$ cat src/rtl/fosfor_present_regif_if.sv
// rtl/fosfor_present_regif_if.sv - host nibble-bus interface for the PRESENT register block
interface fosfor_present_regif_if #(
    parameter int IO_W = 4
) ();
    logic [1:0]        Addr_ib;
    logic [IO_W-1:0]   Data_ib;
    logic [2*IO_W-1:0] Data_ob;

    modport master (output Addr_ib, output Data_ib, input Data_ob);
    modport slave  (input Addr_ib, input Data_ib, output Data_ob);
endinterface

$ cat src/rtl/fosfor_present_regif.sv
// rtl/fosfor_present_regif.sv - PRESENT host register file, start/ready sequencer, status
// Optional address auto-increment: define PRESENT_AUTOINC_EN.
module fosfor_present_regif #(
    parameter int IO_W    = 4,
    parameter int BLOCK_W = 64,
    parameter int KEY_W   = 80
) (
    input  logic                  Clk_ik,
    input  logic                  Reset_irn,
    fosfor_present_regif_if.slave host,
    output logic [BLOCK_W-1:0]    PlainText_ob,
    output logic [KEY_W-1:0]      Key_ob,
    output logic                  Start_o,
    input  logic                  Ready_i,
    input  logic [BLOCK_W-1:0]    CipherText_ib
);
    localparam int RW = 2 * IO_W;
    localparam int NB = BLOCK_W / RW;
    localparam int NK = KEY_W / RW;

    localparam logic [7:0] A_STATUS = 8'h08;
    localparam logic [7:0] A_TEST   = 8'h09;
    localparam logic [7:0] A_KEY    = 8'h10;
    localparam logic [7:0] PT_END   = 8'(NB);
    localparam logic [7:0] KEY_END  = 8'(16 + NK);

    localparam logic [1:0] S_IDLE  = 2'd0;
    localparam logic [1:0] S_START = 2'd1;
    localparam logic [1:0] S_WLO   = 2'd2;
    localparam logic [1:0] S_WHI   = 2'd3;

    logic [1:0]         state_q, state_d;
    logic               cmd_vld_q;
    logic [3:0]         cmd_q;
    logic [RW-1:0]      in_data_q;
    logic [7:0]         reg_addr_q, reg_addr_d;
    logic [BLOCK_W-1:0] pt_q;
    logic [KEY_W-1:0]   key_q;
    logic [BLOCK_W-1:0] cipher_q;
    logic [RW-1:0]      test_q;
    logic               done_q, done_d;
    logic               err_q, err_d;
    logic [RW-1:0]      data_q;

    logic          rdy, busy;
    logic [RW-1:0] status;
    logic [RW-1:0] out_data;
    logic          cmd_clr, cmd_latch, cmd_wr, cmd_start;
    logic [7:0]    wr_addr;
    logic          pt_hit, key_hit;
    logic          start_ok, start_err, prot_drop, run_done;

    assign rdy    = (state_q == S_IDLE);
    assign busy   = !rdy;
    assign status = {{(RW-4){1'b0}}, err_q, done_q, busy, rdy};

    assign cmd_clr   = cmd_vld_q && (cmd_q == 4'b0000);
    assign cmd_latch = cmd_vld_q && cmd_q[0];
    assign cmd_wr    = cmd_vld_q && cmd_q[2];
    assign cmd_start = cmd_vld_q && cmd_q[3];

    // A latch in the same command redirects the write to the new address.
    assign wr_addr = cmd_latch ? 8'(in_data_q) : reg_addr_q;
    assign pt_hit  = (wr_addr < PT_END);
    assign key_hit = (wr_addr >= A_KEY) && (wr_addr < KEY_END);

    assign start_ok  = cmd_start && rdy;
    assign start_err = cmd_start && busy;
    assign prot_drop = cmd_wr && (pt_hit || key_hit) && busy;
    assign run_done  = (state_q == S_WHI) && Ready_i;

    always_comb begin
        reg_addr_d = wr_addr;
`ifdef PRESENT_AUTOINC_EN
        if (cmd_vld_q && (cmd_q[1] || cmd_q[2])) begin
            reg_addr_d = wr_addr + 8'd1;
        end
`else
        reg_addr_d = wr_addr;
`endif
    end

    always_comb begin
        state_d = state_q;
        case (state_q)
            S_IDLE:  if (start_ok) state_d = S_START;
            S_START: state_d = S_WLO;
            S_WLO:   if (!Ready_i) state_d = S_WHI;
            S_WHI:   if (Ready_i) state_d = S_IDLE;
            default: state_d = S_IDLE;
        endcase
    end

    // Clear is applied last so it wins over any status set in the same cycle.
    always_comb begin
        done_d = done_q;
        err_d  = err_q;
        if (run_done) done_d = 1'b1;
        if (start_ok) done_d = 1'b0;
        if (start_err || prot_drop) err_d = 1'b1;
        if (cmd_clr) begin
            done_d = 1'b0;
            err_d  = 1'b0;
        end
    end

    always_comb begin
        out_data = '0;
        if (reg_addr_q < PT_END) begin
            for (int i = 0; i < NB; i++) begin
                if (reg_addr_q == 8'(i)) out_data = cipher_q[i*RW +: RW];
            end
        end else if (reg_addr_q == A_STATUS) begin
            out_data = status;
        end else if (reg_addr_q == A_TEST) begin
            out_data = test_q;
        end
    end

    always_ff @(posedge Clk_ik) begin
        if (!Reset_irn) begin
            state_q    <= S_IDLE;
            cmd_vld_q  <= 1'b0;
            cmd_q      <= '0;
            in_data_q  <= '0;
            reg_addr_q <= '0;
            pt_q       <= '0;
            key_q      <= '0;
            cipher_q   <= '0;
            test_q     <= '0;
            done_q     <= 1'b0;
            err_q      <= 1'b0;
            data_q     <= '0;
        end else begin
            state_q    <= state_d;
            cmd_vld_q  <= (host.Addr_ib == 2'b01);
            cmd_q      <= (host.Addr_ib == 2'b01) ? 4'(host.Data_ib) : 4'b0000;
            reg_addr_q <= reg_addr_d;
            done_q     <= done_d;
            err_q      <= err_d;
            if (host.Addr_ib == 2'b10) in_data_q[IO_W-1:0]  <= host.Data_ib;
            if (host.Addr_ib == 2'b11) in_data_q[RW-1:IO_W] <= host.Data_ib;
            if (run_done) cipher_q <= CipherText_ib;
            if (cmd_wr && rdy) begin
                for (int i = 0; i < NB; i++) begin
                    if (wr_addr == 8'(i)) pt_q[i*RW +: RW] <= in_data_q;
                end
                for (int i = 0; i < NK; i++) begin
                    if (wr_addr == 8'(16 + i)) key_q[i*RW +: RW] <= in_data_q;
                end
            end
            if (cmd_wr && (wr_addr == A_TEST)) test_q <= in_data_q;
            data_q <= host.Addr_ib[1] ? out_data : status;
        end
    end

    assign host.Data_ob = data_q;
    assign PlainText_ob = pt_q;
    assign Key_ob       = key_q;
    assign Start_o      = (state_q == S_START);
endmodule

$ cat src/flat_wrapper.sv
// flat-port wrapper written by rule: the top's interface ports become plain ports
module fosfor_present_regif_flat 
#(
    parameter int IO_W    = 4,
    parameter int BLOCK_W = 64,
    parameter int KEY_W   = 80
)
  (Clk_ik, Reset_irn, PlainText_ob, Key_ob, Start_o, Ready_i, CipherText_ib, host_Addr_ib, host_Data_ib, host_Data_ob);
  fosfor_present_regif_if #(.IO_W(IO_W)) host_i ();
  input  logic Clk_ik;
  input  logic Reset_irn;
  output logic [BLOCK_W-1:0] PlainText_ob;
  output logic [KEY_W-1:0] Key_ob;
  output logic Start_o;
  input  logic Ready_i;
  input  logic [BLOCK_W-1:0] CipherText_ib;
  input wire logic [$bits(host_i.Addr_ib)-1:0] host_Addr_ib;
  input wire logic [$bits(host_i.Data_ib)-1:0] host_Data_ib;
  output wire logic [$bits(host_i.Data_ob)-1:0] host_Data_ob;
  assign host_i.Addr_ib = host_Addr_ib;
  assign host_i.Data_ib = host_Data_ib;
  assign host_Data_ob = host_i.Data_ob;
  fosfor_present_regif #(.IO_W(IO_W), .BLOCK_W(BLOCK_W), .KEY_W(KEY_W)) u_core (.Clk_ik(Clk_ik), .Reset_irn(Reset_irn), .host(host_i), .PlainText_ob(PlainText_ob), .Key_ob(Key_ob), .Start_o(Start_o), .Ready_i(Ready_i), .CipherText_ib(CipherText_ib));
endmodule
$ cat config.mk
export PLATFORM = sky130hd
export DESIGN_NAME = fosfor_present_regif_flat
export DESIGN_NICKNAME = d
export VERILOG_FILES = /design/src/rtl/fosfor_present_regif_if.sv /design/src/rtl/fosfor_present_regif.sv /design/src/flat_wrapper.sv
export SDC_FILE = /design/constraint.sdc
export NUM_CORES = 1
export LEC_CHECK = 0
export ABC_AREA = 0
export CORE_UTILIZATION = 40
export CTS_CLUSTER_SIZE = 20
export DETAILED_ROUTE_END_ITERATION = 16
export HOLD_SLACK_MARGIN = 0.12
export PLACE_DENSITY = 0.66
export SETUP_SLACK_MARGIN = 0.05
export SYNTH_ARGS = -nofsm -noshare
export SYNTH_HDL_FRONTEND = slang
export SYNTH_SLANG_ARGS = --single-unit
$ cat constraint.sdc
create_clock -name Clk_ik -period 4.2 [get_ports Clk_ik]
set_input_delay 0.63 -clock Clk_ik [delete_from_list [all_inputs] [get_ports Clk_ik]]
set_output_delay 0.63 -clock Clk_ik [all_outputs]
set_load 0.05 [all_outputs]
==> impl_results.md, run 1 <==
- Status: complete, no violations
- DR vias/cell: just over 5
- DR iter-0 viols: around 540
- Most frequent cells in the layout: nand2_1, dfxtp_1, clkdlybuf4s50_1
- Slew Limit Fails: 0
- Crit Path Class: reg2reg
- Full die area: ~0.026 mm2
- Worst-path clk slew: around 0.060 ns
- Max clock buf depth: 3
- Startpoint type of the worst setup path: flop
- Tcrit/Tclk final: between 60% and 70%
- Number of synthesized flops with an enable pin: 0
- Die H: around 160 um
- Actual slew at the worst max-slew pin: around 1.2 ns
- Cells after Synth: approximately 1.1k
- Fin Setup TNS: 0 ns
- Seq cells post-synth: roughly 250
- Root buffer cell: clkbuf_16
- Ant diodes: 0
- Synth top area cells: dfxtp_1, mux2i_1, nand2_1
- Post-Route WL: about 29 mm
- Initial core utilization: between 40% and 50%
- Slew margin rel.: 19.8%
- Setup Buffers After CTS: 0
- Mean Syn Cell Area: 9.31 um2
- Initial antenna violation count: 0
- RSZ-0062 raised after global routing: false
- Leak: roughly 5 nW
- Worst hold path class: reg2reg
- CTS tree: yes
- Total CTS buffers: 27
- Power Density: about 370 mW/mm2
- # rows: 57
- Routed vias: ~8.2k
- Area Overhead vs Synth: 32.4%
- Ys async rst share: 0%
- Worst-path maximum fanout: 16
- DR pass1 iterations: 5
- # DRC: 0
- Post-CTS sizing: 0
- DRT antenna net count: 0
- Yosys warns: 0
- WHS: ~0.45 ns
- Final number of setup-violating endpoints: 0
- Routability Congestion: approximately 0.81
- Total Routing Usage GR: 22.2%
- I/O pins: approximately 230
- Synth Net Count: 1157
- Final Hold Vio Count: 0
- Ys flop type: dfxtp_1
- Grt ovf: 0
- Post-CTS Hold Buffers: 0
- # H-tree levels: 1
- Clock latency on the worst-skew pair: roughly 0.52 ns
- Int Pwr: around 3.8 mW
- Port Buffers: 225
- Worst Setup End Kind: flop
- Synth Cell Area: 0.0101 mm2
- Peak VDD IR: 0.000246 V
- Worst clock skew: roughly 0.011 ns
- Cell accounting for the most synthesized area: dfxtp_1
- Post-synthesis sequential area ratio: between 40 and 50%
- Filler cells: around 2.3k
- Arr. time, crit path: about 2.9 ns
- CTS sink count: roughly 250
- Synth top area share: 49.6%
- Routed len/inst: 18.2 um
- Max-Cap Viols: 0
- Comb pwr share: slightly above 5%
- First-pass GRT wire length: approximately 46 mm
- Overall Power: a little under 5 mW
- Sw Ratio: approximately 22%
- Largest net degree at the start of global routing: 77
- Clk pwr share: a little under half
- Reg power frac: ~49%
- Share of cells above drive strength 1: between 6 and 7%
- DPL Wire Length: between 15 and 20 mm
- Max Fclk: about 400 MHz
- Vias in the first global route: about 8k
- Switching pwr: between 1 and 1.5 mW
- DIE WIDTH: ~160 um
- Fin nets: around 1.3k
- Commonest non-fill, non-tap cell in the layout: nand2_1
- Required time of the critical path: 4.56 ns
- Tmin final: about 2.6 ns
- Core area: 0.0245 mm2
- Number of distinct library cells after synthesis: 61
-- routing by layer --
metal,wire [um],track usage [%]
met4,524,5.32
met1,13100,29.3
met5,0,0
met3,2300,6.28
met2,13400,35.9
-- synth_stat cells, types with 10 or more instances --
library cell / count
nor2b_1: 16
clkbuf_1: 63
a21boi_0: 74
o21ai_0: 30
mux2i_1: 145
nand2_1: 313
nor2_1: 18
nand3_1: 22
mux2_2: 10
o22ai_1: 14
dfxtp_1: 249
-- state kept, by name, indices dropped and copies added, names as in the netlist --
name and count:
u_core.in_data_q 8, u_core.done_q 1, u_core.cipher_q 64, u_core.Key_ob 80, u_core.test_q 8, u_core.reg_addr_q 8
u_core.cmd_q 4, u_core.err_q 1, u_core.host.Data_ob 8, u_core.cmd_vld_q 1, u_core.PlainText_ob 64, u_core.state_q 2
-- power groups by stage --
stage,Combinational [mW],Sequential [mW],Clock (mW)
detailed placement,0.252,2.44,0
global route,0.271,2.39,2.42
CTS,0.253,2.39,2.32
floorplan,0.127,2.44,0
finish,0.253,2.39,2.27
global placement,0.253,2.44,0
-- cells by family after synthesis --
logic type | after synthesis | share of synthesized area (%)
simple gates | 425 | 19.2
flops | 249 | 49.6
compound gates | 166 | 11.7
mux | 156 | 15.8
buf+inv | 80 | 3.30
fa+ha+maj | 4 | 0.498
-- final timing paths --
path	start	to	slack, ns	cells past startpoint
worst max-delay path	u_core.state_q[0]$_SDFFE_PN0P_	u_core.PlainText_ob[29]$_SDFFE_PN0P_	1.65	7
worst min-delay path	u_core.PlainText_ob[12]$_SDFFE_PN0P_	u_core.PlainText_ob[12]$_SDFFE_PN0P_	0.45	2
worst max register to register	u_core.state_q[0]$_SDFFE_PN0P_	u_core.PlainText_ob[29]$_SDFFE_PN0P_	1.65	7
worst min register to register	u_core.PlainText_ob[12]$_SDFFE_PN0P_	u_core.PlainText_ob[12]$_SDFFE_PN0P_	0.45	2
-- layout make-up --
type,instances,area [um2],share of cell area (%)
clock buffers,35,766,5.75
well taps,324,405,3.05
flip-flops and latches,249,4980,37.4
inverters,7,26.3,0.197
multi-input cells,751,4740,35.6
clock inverters,10,82.6,0.620
repair buffers,232,2310,17.3
-- worst max-delay path: stages (launching register included) --
cell	delay (ns)
dfxtp_1	0.34
inv_1	0.09
ha_1	0.40
nand3_1	0.21
nor2b_1	0.44
nand4_1	0.55
nand3_1	0.25
o21ai_0	0.11
-- per-stage QoR --
stage / cell area, um2 / std cells / worst slack [ns] / utilization, %
finish: 13300 / 1608 / 1.65 / 54.4
global route: 13300 / 1608 / 1.34 / 54.4
CTS: 13300 / 1608 / 1.63 / 54.4
detailed placement: 12500 / 1563 / 1.59 / 50.9
global placement: 12500 / 1563 / 1.62 / 50.9
floorplan: 10100 / 1080 / 2.08 / -
Note: power is estimated with default switching activity, not from simulation.
==> run 2, diff against run 1 <==
--- a/config.mk
+++ b/config.mk
@@ -10,7 +10,7 @@
 export CTS_CLUSTER_SIZE = 20
 export DETAILED_ROUTE_END_ITERATION = 16
 export HOLD_SLACK_MARGIN = 0.12
-export PLACE_DENSITY = 0.66
+export PLACE_DENSITY = 0.68
 export SETUP_SLACK_MARGIN = 0.05
 export SYNTH_ARGS = -nofsm -noshare
 export SYNTH_HDL_FRONTEND = slang
==> constraint.sdc (replaced) <==
create_clock -name Clk_ik -period 2.25 [get_ports Clk_ik]
set_input_delay 0.3375 -clock Clk_ik [delete_from_list [all_inputs] [get_ports Clk_ik]]
set_output_delay 0.3375 -clock Clk_ik [all_outputs]
set_load 0.05 [all_outputs]
==> impl_results.md, run 2 (same netlist as run 1, synthesis figures left out) <==
- Status: complete, no violations
- Worst hold path class: in2reg
- Final Non-Filler Cells: around 1.7k
- Ant diodes: 0
- Power Density: 688 mW/mm2
- Share of cells above drive strength 1: 10.2%
- Largest net degree at the start of global routing: 74
- Max clock buf depth: 3
- DPL Wire Length: just over 20 mm
- Initial antenna violation count: 0
- DR vias/cell: 5.02
- # DRC: 0
- Grt ovf: 0
- I/O pins: about 230
- Slew margin rel.: 52.0%
- First-pass GRT wire length: 45.6 mm
- Switching pwr: ~2.1 mW
- Leak: roughly 5.2 nW
- WHS: roughly 0.25 ns
- DP Worst Slack: ~0.0024 ns
- Final number of setup-violating endpoints: 0
- Final Hold Vio Count: 0
- Arr. time, crit path: 2.51 ns
- Total CTS buffers: 27
- Root buffer cell: clkbuf_16
- Slew Limit Fails: 0
- # rows: 57
- Crit Path Class: reg2reg
- Most frequent cells in the layout: nand2_1, dfxtp_1, clkdlybuf4s50_1
- Post-CTS Hold Buffers: 0
- Area Overhead vs Synth: 36.7%
- Max FFs per register: 80
- Worst Setup End Kind: flop
- Routed len/inst: roughly 18 um
- Die H: 161 um
- Fin nets: 1386
- Actual slew at the worst max-slew pin: 0.713 ns
- Max Fclk: approximately 470 MHz
- Total Routing Usage GR: roughly 22%
- RSZ-0062 raised after global routing: true
- Worst-path maximum fanout: 13
- Worst clock skew: 0.0138 ns
- Commonest non-fill, non-tap cell in the layout: nand2_1
- Required time of the critical path: 2.65 ns
- # H-tree levels: 1
- Sw Ratio: between 20% and 30%
- Clock latency on the worst-skew pair: ~0.54 ns
- DRT antenna net count: 0
- Startpoint type of the worst setup path: flop
- Hold path depth: 3
- DIE WIDTH: 161 um
- DR pass1 iterations: 5
- CTS sink count: 249
- Max-Cap Viols: 0
- Routability Congestion: 0.901
- CTS tree: yes
- Worst-path clk slew: around 0.060 ns
- Reg power frac: a little under half
- Tmin final: ~2.1 ns
- Peak VDD IR: approximately 0.00051 V
- Tcrit/Tclk final: a little over nine tenths
- Worst R2R Path Depth: 6
- Routed vias: just over 8k
- Comb pwr share: 5.2%
- Full die area: 0.0258 mm2
- Port Buffers: about 230
- Core area: ~0.024 mm2
- Setup ws final: 0.138 ns
- DR iter-0 viols: roughly 490
- Clk pwr share: approximately 48%
- Placed Cells: approximately 1.6k
- Post-Route WL: just under 30 mm
- Fin Setup TNS: 0 ns
- Initial core utilization: between 40% and 50%
- Vias in the first global route: 8230
- Int Pwr: between 7 and 8 mW
-- run 2: cell count changes in the layout (fill, tap and decap cells not counted), moves of 2 or more --
cell	delta
bufinv_16	+2
inv_6	+2
buf_12	+4
buf_4	+37
clkbuf_1	+3
dfxtp_2	+2
dfxtp_1	-2
clkbuf_8	-2
-- run 2: metrics by stage --
step,power [mW],utilization [%],cell area [um2]
6_report,9.46,56.2,13700
5_1_grt,9.75,56.2,13700
4_1_cts,9.54,56.1,13700
3_5_place_dp,5.05,52.4,12800
3_3_place_gp,5.05,52.4,12800
2_1_floorplan,4.80,-,10100
-- run 2: area by class of cell --
| class | instances | area [um2] |
|---|---|---|
| Clock buffer | 36 | 749 |
| Clock inverter | 14 | 156 |
| Fill cell | 2178 | 10700 |
| Inverter | 7 | 26.3 |
| Multi-Input combinational cell | 751 | 4750 |
| Sequential cell | 249 | 4990 |
| Tap cell | 324 | 405 |
| Timing Repair Buffer | 273 | 2660 |
-- run 2: per-layer routing --
layer  part of all wire (%)  wire length (um)  GRT usage, %  up-vias
li1                       -                 -             -     4122
met1                     44             12900          28.5     3938
met2                     47             13700          37.2      211
met3                    6.6              1930          5.55       37
met4                    2.0               596          5.97        0
met5                      0                 0             0        -
-- run 2: final timing paths --
kind	startpoint	end	slack [ns]
worst max register to register	u_core.cmd_vld_q$_SDFF_PN0_	u_core.PlainText_ob[48]$_SDFFE_PN0P_	0.14
worst min-delay path	Reset_irn	u_core.Key_ob[40]$_SDFFE_PN0P_	0.25
worst max-delay path	u_core.cmd_vld_q$_SDFF_PN0_	u_core.PlainText_ob[48]$_SDFFE_PN0P_	0.14
worst min register to register	u_core.Key_ob[15]$_SDFFE_PN0P_	u_core.Key_ob[15]$_SDFFE_PN0P_	0.45
-- run 2: worst max-delay path, stage by stage, from the launching register on --
cell	delay, ns
dfxtp_2	0.37
buf_4	0.17
nand2_4	0.14
mux2_2	0.45
nor3_1	0.28
nand2_1	0.35
mux2i_1	0.22
-- run 2: what timing repair did --
| item | in CTS | in global routing |
|---|---|---|
| setup buffers | 0 | 0 |
| endpoints found under the setup margin | 10 | 70 |
| resized for setup | 2 | 4 |
-- run 2: power by group through the flow --
stage	clock (mW)	sequential (mW)	combinational (mW)
5_1_grt	4.76	4.46	0.532
4_1_cts	4.59	4.46	0.494
3_5_place_dp	0	4.55	0.494
6_report	4.51	4.46	0.492
2_1_floorplan	0	4.56	0.236
3_3_place_gp	0	4.55	0.494
==> run 3, diff against run 2 <==
--- a/config.mk
+++ b/config.mk
@@ -6,11 +6,11 @@
 export NUM_CORES = 1
 export LEC_CHECK = 0
 export ABC_AREA = 0
-export CORE_UTILIZATION = 40
+export CORE_UTILIZATION = 46
 export CTS_CLUSTER_SIZE = 20
 export DETAILED_ROUTE_END_ITERATION = 16
 export HOLD_SLACK_MARGIN = 0.12
-export PLACE_DENSITY = 0.68
+export PLACE_DENSITY = 0.77
 export SETUP_SLACK_MARGIN = 0.05
 export SYNTH_ARGS = -nofsm -noshare
 export SYNTH_HDL_FRONTEND = slang
==> impl_results.md, run 3 (same netlist as run 1, synthesis figures left out) <==
- Critical-path cell list: buf_4 -> nand2_4 -> buf_4 -> a21boi_0 -> nor3_1 -> nand2_1 -> mux2i_1
- # DRC: 0
- Core area: roughly 0.021 mm2
- Delay of the slowest critical-path stage: roughly 0.41 ns
- # H-tree levels: 1
- CTS tree: yes
- Max Fclk: approximately 480 MHz
- Peak VDD IR: approximately 0.00062 V
- Max FFs per register: 80
- Post-Route WL: ~29 mm
- DPL Wire Length: roughly 20 mm
- Die H: between 100 and 150 um
- Overall Power: slightly above 9 mW
- Root buffer cell: clkbuf_16
- Required time of the critical path: ~2.7 ns
- Final number of setup-violating endpoints: 0
- Largest net degree at the start of global routing: roughly 110
- Full die area: about 0.022 mm2
- Status: complete, no violations
- Final Hold Vio Count: 0
- RSZ-0062 raised after global routing: false
- Worst-path clk slew: around 0.060 ns
- # rows: 53
- Routed vias: roughly 8.4k
- Commonest non-fill, non-tap cell in the layout: nand2_1
- Routability Congestion: approximately 0.88
- Worst clock skew: around 0.0083 ns
- Tmin final: approximately 2.1 ns
- Worst R2R Path Depth: 7
- Fin nets: between 1k and 1.5k
- Clock latency on the worst-skew pair: about 0.52 ns
- DIE WIDTH: 150 um
- Crit Path Class: reg2reg
- DR pass1 iterations: 5
- Actual slew at the worst max-slew pin: around 0.80 ns
- DR vias/cell: 5.28
- Most frequent cells in the layout: nand2_1, dfxtp_1, clkdlybuf4s50_1
- Initial core utilization: between 40 and 50%
- Max-Cap Viols: 0
- Area Overhead vs Synth: 35.4%
- I/O pins: 226
- Initial antenna violation count: 0
- Grt ovf: 0
- Total Routing Usage GR: between 20% and 30%
- Slew margin rel.: between 40% and 50%
- Slew Limit Fails: 0
- First-pass GRT wire length: 44.4 mm
- Total CTS buffers: 25
- Routed len/inst: around 18 um
- Tcrit/Tclk final: ~93%
- Worst hold path class: in2reg
- Vias in the first global route: 8348
- DRT antenna net count: 0
- Hold path depth: 2
- Leak: a little over 5 nW
- Share of cells above drive strength 1: approximately a tenth
- Ant diodes: 0
- CTS sink count: approximately 250
- DR iter-0 viols: roughly 460
- Port Buffers: 225
- Post-CTS Hold Buffers: 0
- Worst Setup End Kind: flop
- Power Density: roughly 680 mW/mm2
- Worst path slowest cell: dfxtp_2
- Arr. time, crit path: between 2 and 3 ns
- Worst-path maximum fanout: 12
- Most frequent cell on the critical path: buf_4
- Fin Setup TNS: 0 ns
- WHS: about 0.23 ns
- Startpoint type of the worst setup path: flop
- Max clock buf depth: 3
## run 3: final cells by class
type | count | area (um2)
Fill cell | 1734 | 7610
Sequential cell | 249 | 4990
Multi-Input combinational cell | 751 | 4760
Timing Repair Buffer | 272 | 2660
Clock buffer | 34 | 689
Tap cell | 275 | 344
Clock inverter | 10 | 153
Inverter | 7 | 26.3
## run 3: power by group
part	internal, mW	switching (mW)	total (mW)
combinational	0.231	0.264	0.495
sequential	4.43	0.0233	4.45
clock	2.60	1.68	4.27
## run 3: stage by stage
stage               instance area (um2)  setup slack (ns)  util, %  cells
finish                            13600             0.154     64.2   1598
CTS                               13600            0.0504     64.0   1597
global route                      13600            0.0581     64.2   1598
global placement                  12700            0.0754     60.1   1553
detailed placement                12700            0.0309     60.1   1553
floorplan                         10100             0.131        -   1080
## run 3: timing repair
item	in CTS	in global routing
endpoints found under the setup margin	2	90
buffers inserted	0	1
gates resized for setup	2	6
pin swaps	0	1
## run 3: worst paths after layout
check | startpoint | endpoint | slack (ns)
min | Reset_irn | u_core.reg_addr_q[5]$_SDFF_PN0_ | 0.23
max reg2reg | u_core.cmd_q[0]$_SDFF_PN0_ | u_core.PlainText_ob[49]$_SDFFE_PN0P_ | 0.15
min reg2reg | u_core.PlainText_ob[3]$_SDFFE_PN0P_ | u_core.PlainText_ob[3]$_SDFFE_PN0P_ | 0.46
max | u_core.cmd_q[0]$_SDFF_PN0_ | u_core.PlainText_ob[49]$_SDFFE_PN0P_ | 0.15
## run 3: metal layers
layer | vias to the layer above | wire, um | global-route usage, %
met5 | - | 0 | 0
met4 | 0 | 831 | 7.73
met3 | 49 | 2140 | 5.79
met2 | 261 | 13500 | 42.4
met1 | 4009 | 12300 | 31.8
li1 | 4124 | - | -
## run 3: worst max-delay path, delay by kind of cell, from the launching register on
| family | cells | cell delay [ns] |
|---|---|---|
| simple gates | 3 | 0.57 |
| mux | 1 | 0.28 |
| buf+inv | 2 | 0.34 |
| compound gates | 1 | 0.40 |
| flops | 1 | 0.41 |
